File: src/rtl/c17_misr_pkg.sv
// Shared types, default constants and the MISR fold step for the c17 response compactor.
package c17_misr_pkg;

  typedef enum logic [1:0] {
    ST_IDLE = 2'd0,
    ST_RUN  = 2'd1,
    ST_DONE = 2'd2
  } state_e;

  localparam logic [15:0] DEF_POLY = 16'h002D;
  localparam logic [15:0] DEF_SEED = 16'h0000;

  // One Galois MISR step on a w-bit signature carried in a 32-bit container.
  function automatic logic [31:0] misr_next(input logic [31:0] sig,
                                            input logic [1:0]  resp,
                                            input logic [31:0] poly,
                                            input int unsigned w);
    logic [31:0] r;
    logic [31:0] mask;
    mask = (w >= 32) ? 32'hFFFF_FFFF : ((32'd1 << w) - 32'd1);
    r = (sig << 1) ^ {30'd0, resp};
    if (((sig >> (w - 1)) & 32'd1) != 32'd0) begin
      r = r ^ poly;
    end
    return r & mask;
  endfunction

endpackage

File: src/rtl/c17_misr_lfsr.sv
// Signature register: loads SEED on load/reset, folds a 2-bit response when enabled.
module c17_misr_lfsr
  import c17_misr_pkg::*;
#(
  parameter int               SIG_W = 16,
  parameter logic [SIG_W-1:0] POLY  = DEF_POLY,
  parameter logic [SIG_W-1:0] SEED  = DEF_SEED
) (
  input  logic             clk_i,
  input  logic             rst_i,
  input  logic             load_i,
  input  logic             en_i,
  input  logic [1:0]       resp_i,
  output logic [SIG_W-1:0] sig_o,
  output logic [SIG_W-1:0] sig_nxt_o
);

  logic [SIG_W-1:0] sig_q;

  assign sig_nxt_o = SIG_W'(misr_next(32'(sig_q), resp_i, 32'(POLY), SIG_W));
  assign sig_o     = sig_q;

  always_ff @(posedge clk_i) begin
    if (rst_i || load_i) begin
      sig_q <= SEED;
    end else if (en_i) begin
      sig_q <= sig_nxt_o;
    end
  end

endmodule

File: src/rtl/c17_misr_compactor.sv
// c17 response compactor: FSM, beat counter and golden compare around the MISR.
// Optional unknown-masking input enabled by defining C17_MISR_XMASK_EN.
module c17_misr_compactor
  import c17_misr_pkg::*;
#(
  parameter int               SIG_W = 16,
  parameter logic [SIG_W-1:0] POLY  = DEF_POLY,
  parameter logic [SIG_W-1:0] SEED  = DEF_SEED,
  parameter int               CNT_W = 16
) (
  input  logic             clk,
  input  logic             rst,
  input  logic             start,
  input  logic [CNT_W-1:0] num_vec,
  input  logic [SIG_W-1:0] golden,
  input  logic             in_valid,
  output logic             in_ready,
  input  logic             in_n22,
  input  logic             in_n23,
`ifdef C17_MISR_XMASK_EN
  input  logic [1:0]       in_mask,
`endif
  output logic             busy,
  output logic             done,
  output logic             pass,
  output logic [SIG_W-1:0] signature,
  output logic [CNT_W-1:0] vec_cnt
);

  state_e           state_q, state_d;
  logic [CNT_W-1:0] vec_cnt_q, num_q;
  logic [SIG_W-1:0] golden_q, sig_nxt;
  logic             pass_q;
  logic             start_ok, accept, last_beat;
  logic [1:0]       resp;

`ifdef C17_MISR_XMASK_EN
  assign resp = {in_n23 & ~in_mask[1], in_n22 & ~in_mask[0]};
`else
  assign resp = {in_n23, in_n22};
`endif

  assign start_ok  = start && (state_q != ST_RUN);
  assign accept    = in_valid && (state_q == ST_RUN);
  assign last_beat = accept && ((vec_cnt_q + CNT_W'(1)) == num_q);

  always_ff @(posedge clk) begin
    if (rst) begin
      state_q <= ST_IDLE;
    end else begin
      state_q <= state_d;
    end
  end

  always_comb begin
    state_d = state_q;
    case (state_q)
      ST_IDLE, ST_DONE: begin
        if (start) begin
          state_d = (num_vec == '0) ? ST_DONE : ST_RUN;
        end
      end
      ST_RUN: begin
        if (last_beat) begin
          state_d = ST_DONE;
        end
      end
      default: state_d = ST_IDLE;
    endcase
  end

  always_comb begin
    in_ready = 1'b0;
    busy     = 1'b0;
    done     = 1'b0;
    case (state_q)
      ST_RUN: begin
        in_ready = 1'b1;
        busy     = 1'b1;
      end
      ST_DONE: done = 1'b1;
      default: ;
    endcase
  end

  // pass is settled on the same edge that enters DONE, using the folded value
  always_ff @(posedge clk) begin
    if (rst) begin
      vec_cnt_q <= '0;
      num_q     <= '0;
      golden_q  <= '0;
      pass_q    <= 1'b0;
    end else if (start_ok) begin
      vec_cnt_q <= '0;
      num_q     <= num_vec;
      golden_q  <= golden;
      pass_q    <= (num_vec == '0) && (SEED == golden);
    end else if (accept) begin
      vec_cnt_q <= vec_cnt_q + CNT_W'(1);
      if (last_beat) begin
        pass_q <= (sig_nxt == golden_q);
      end
    end
  end

  c17_misr_lfsr #(
    .SIG_W (SIG_W),
    .POLY  (POLY),
    .SEED  (SEED)
  ) u_lfsr (
    .clk_i     (clk),
    .rst_i     (rst),
    .load_i    (start_ok),
    .en_i      (accept),
    .resp_i    (resp),
    .sig_o     (signature),
    .sig_nxt_o (sig_nxt)
  );

  assign pass    = pass_q;
  assign vec_cnt = vec_cnt_q;

endmodule
File: config.mk
export PLATFORM = sky130hd
export DESIGN_NAME = c17_misr_compactor
export DESIGN_NICKNAME = d
export VERILOG_FILES = /design/src/rtl/c17_misr_pkg.sv /design/src/rtl/c17_misr_lfsr.sv /design/src/rtl/c17_misr_compactor.sv
export SDC_FILE = /design/constraint.sdc
export NUM_CORES = 1
export LEC_CHECK = 0
export ABC_AREA = 1
export BUFFER_PORTS_ARGS = -buffer_cell sky130_fd_sc_hd__buf_2
export CORE_ASPECT_RATIO = 0.9
export CORE_MARGIN = 4
export CORE_UTILIZATION = 50
export DETAILED_ROUTE_END_ITERATION = 10
export GPL_ROUTABILITY_DRIVEN = 1
export HOLD_SLACK_MARGIN = 0.12
export PLACE_DENSITY = 0.75
export SLEW_MARGIN = 0
export SYNTH_ARGS = -nofsm -noshare
export SYNTH_HDL_FRONTEND = slang
export SYNTH_HIERARCHICAL = 1
export SYNTH_SLANG_ARGS = --single-unit
export TNS_END_PERCENT = 5
File: constraint.sdc
create_clock -name clk -period 2.3 [get_ports clk]
set_input_delay 0.23 -clock clk [delete_from_list [all_inputs] [get_ports clk]]
set_output_delay 0.23 -clock clk [all_outputs]
set_load 0.05 [all_outputs]
==> results.cfg <==
[outcome]
status = completed

[yosys]
yosys.area.top_type_share = 0.374
syn_area_per_cell_um2 = 6.67
synthFlopType = dfxtp_1
synth-seq-cells = 67
yosysUniqueCellTypes = 32
syn_area_um2 = 3590
synth_cells = 538
synth-seq-area-share = 0.374
syn-num-nets = 577
yosys_warnings = 6
yosys.area.top_type = dfxtp_1
synth-async-reset-ratio = 0
synth_edf_count = 0
synth.area.top_cells = dfxtp_1 37%, nand2_1 13%, inv_1 7.3%

[sta]
period_needed_ns = 2.06
tightest_slew_ns = 0.766
rsz0062_at_grt = no
holdWs_ns = 0.142
slew_viol_final = 0
max_freq_mhz = 486
period_share = 0.895
setup_viol = 0
finalSetupTns_ns = 0
hold_viol = 0
fin_ws_ns = 0.241
relSlewSlack = 0.489
worst_clock_skew_ns = 0.0149

[route]
route.vias.total = 3611
ant_nets = 0
wl_per_cell_um = 13.0
drc = 0
drt-pass1-iter-count = 7
wirelength_um = 9090
first_iter_violations = 186
avgViaCountPerCell = 5.17

[global_routing]
grt_pass1_wl_um = 15100
overflow = 0
grt_max_degree = 38
grt.total_usage = 0.216
grt_pass1_vias = 3343
antenna_found_initial = 0

[worst_setup_path]
cp_common_cell = nand2_1
critPathLaunchType = flop
end_kind = flop
worst-path-buf-inv = 0
worstPathCellList = ha_1 > nand2_1 > nor2_4 > nand2_1 > nand2_1 > nand2_1 > nand2_1 > nand2_1 > nor3_2 > nand2_1 > nor2_1 > nand2_1 > nand2_1 > nand2_1 > a21oi_2
r2r-end = state_q[1]$_SDFFE_PP0P_
crit_family = simple AND/OR/NAND/NOR gates
slowest_delay_ns = 0.43
worstPathRequired_ns = 2.58
critPathArrivalTime_ns = 2.34
crit_type = flop to flop
path_max_fanout = 10
r2r-start = vec_cnt[0]$_SDFFE_PP0P_
r2r_cells = 15
rrSetupSlack_ns = 0.24
crit_slowest_cell = dfxtp_1

[placed_design]
dpl_worst_slack_ns = 0.295
place_congestion = 0.828
dp_cells = 683
numPortBuffers = 73
hpwlAfterDp_um = 6910

[floorplanning]
rows = 29
core_area_um2 = 7000
fp.dieW_um = 97.3
start_util = 0.513
ios = 74
die_h_um = 88.4
dieArea_um2 = 8600

[clocking]
clk_latency_ns = 0.35
cts_setup_buffers = 0
cts_root_buf = clkbuf_8
cts_tree = yes
post_cts_resized = 0
numCtsBuffers = 9
path_clk_slew_ns = 0.08
clock_path_buffers = 2
cts.htree.levels = 3
cts.sinks = 67
postCtsHoldBufs = 0

[min_path]
hp-class = input pin to flop
holdPathStages = 2
min-delay-start = rst
worstHoldEndpoint = state_q[1]$_SDFFE_PP0P_

[power]
total_power_mw = 2.75
power.leakage_nw = 1.92
ir_worst_vdd_mv = 0.384
powerDensity_nw_per_um2 = 662

[layout]
final_cell_mix = 122 x nand2_1, 73 x buf_2, 70 x inv_1
final_common_cell = nand2_1
antenna_cells = 0
areaGrowthSynthToFinish_pct = 15.9
fin_nets = 640
drive_gt1_frac = 0.186
fin_cells = 699

[run]
maxCapViolCount = 0
registers in the layout, summed over array words and instances, names as in the netlist:
name          cells
vec_cnt          16
pass              1
golden_q         16
state_q           2
u_lfsr/sig_o     16
num_q            16
worst max path at each step:
stage / startpoint / end / slack, ns / cells past startpoint
5_1_grt: vec_cnt[0]$_SDFFE_PP0P_ / state_q[1]$_SDFFE_PP0P_ / 0.03 / 13
3_5_place_dp: vec_cnt[0]$_SDFFE_PP0P_ / state_q[1]$_SDFFE_PP0P_ / 0.30 / 15
6_report: vec_cnt[0]$_SDFFE_PP0P_ / state_q[1]$_SDFFE_PP0P_ / 0.24 / 15
3_3_place_gp: vec_cnt[0]$_SDFFE_PP0P_ / state_q[1]$_SDFFE_PP0P_ / 0.38 / 15
4_1_cts: vec_cnt[0]$_SDFFE_PP0P_ / state_q[1]$_SDFFE_PP0P_ / 0.27 / 15
2_1_floorplan: vec_cnt[0]$_SDFFE_PP0P_ / state_q[1]$_SDFFE_PP0P_ / 0.14 / 13
synthesized netlist by cell type (2+ instances only):
library cell and n:
or2_2 7, o21ai_0 44, inv_1 70, xor2_1 7, xnor2_1 7, buf_4 14
o211ai_1 4, clkbuf_1 9, o21bai_1 2, inv_2 2, nand2_1 122, nor3_1 3
nand4_1 11, a21oi_1 42, nand3_1 47, nor2_2 2, nor4_1 9, dfxtp_1 67
a31oi_1 2, nor2_4 4, buf_1 2, nor2_1 51
through the flow:
stage / utilization / cell area [µm²]
2_1_floorplan: - / 3590
3_3_place_gp: 0.565 / 3950
3_5_place_dp: 0.565 / 3950
4_1_cts: 0.594 / 4160
5_1_grt: 0.594 / 4160
6_report: 0.594 / 4160
routing by layer:
layer  wire [µm]  track usage
met1        4110        0.278
met2        4220        0.353
met3         661       0.0623
met4         100       0.0704
met5           0            0
kinds of logic (layout without fill, tap and decap cells):
group	count (synthesis)	after routing	synth area share
flip-flops	67	67	0.374
adder cells (fa/ha/maj)	1	1	0.00348
AND/OR/NAND/NOR	258	258	0.318
XOR/XNOR	15	15	0.0404
AO/OA/AOI/OAI	97	97	0.143
buffers and inverters	100	168	0.122
power breakdown:
part,switching [mW],internal [mW],total [mW]
Clock,0.506,0.518,1.02
Sequential,0.0492,1.23,1.28
Combinational,0.297,0.156,0.453
Total,0.852,1.90,2.75
cell type report:
cell class                      instances  area, µm²
Sequential cell                        67       1340
Tap cell                               93        116
Timing Repair Buffer                   79        410
Clock inverter                          7       81.3
Fill cell                             652       2840
Inverter                               73        274
Clock buffer                            9        124
Multi-Input combinational cell        371       1810
Power figures use the tool's default switching activity.
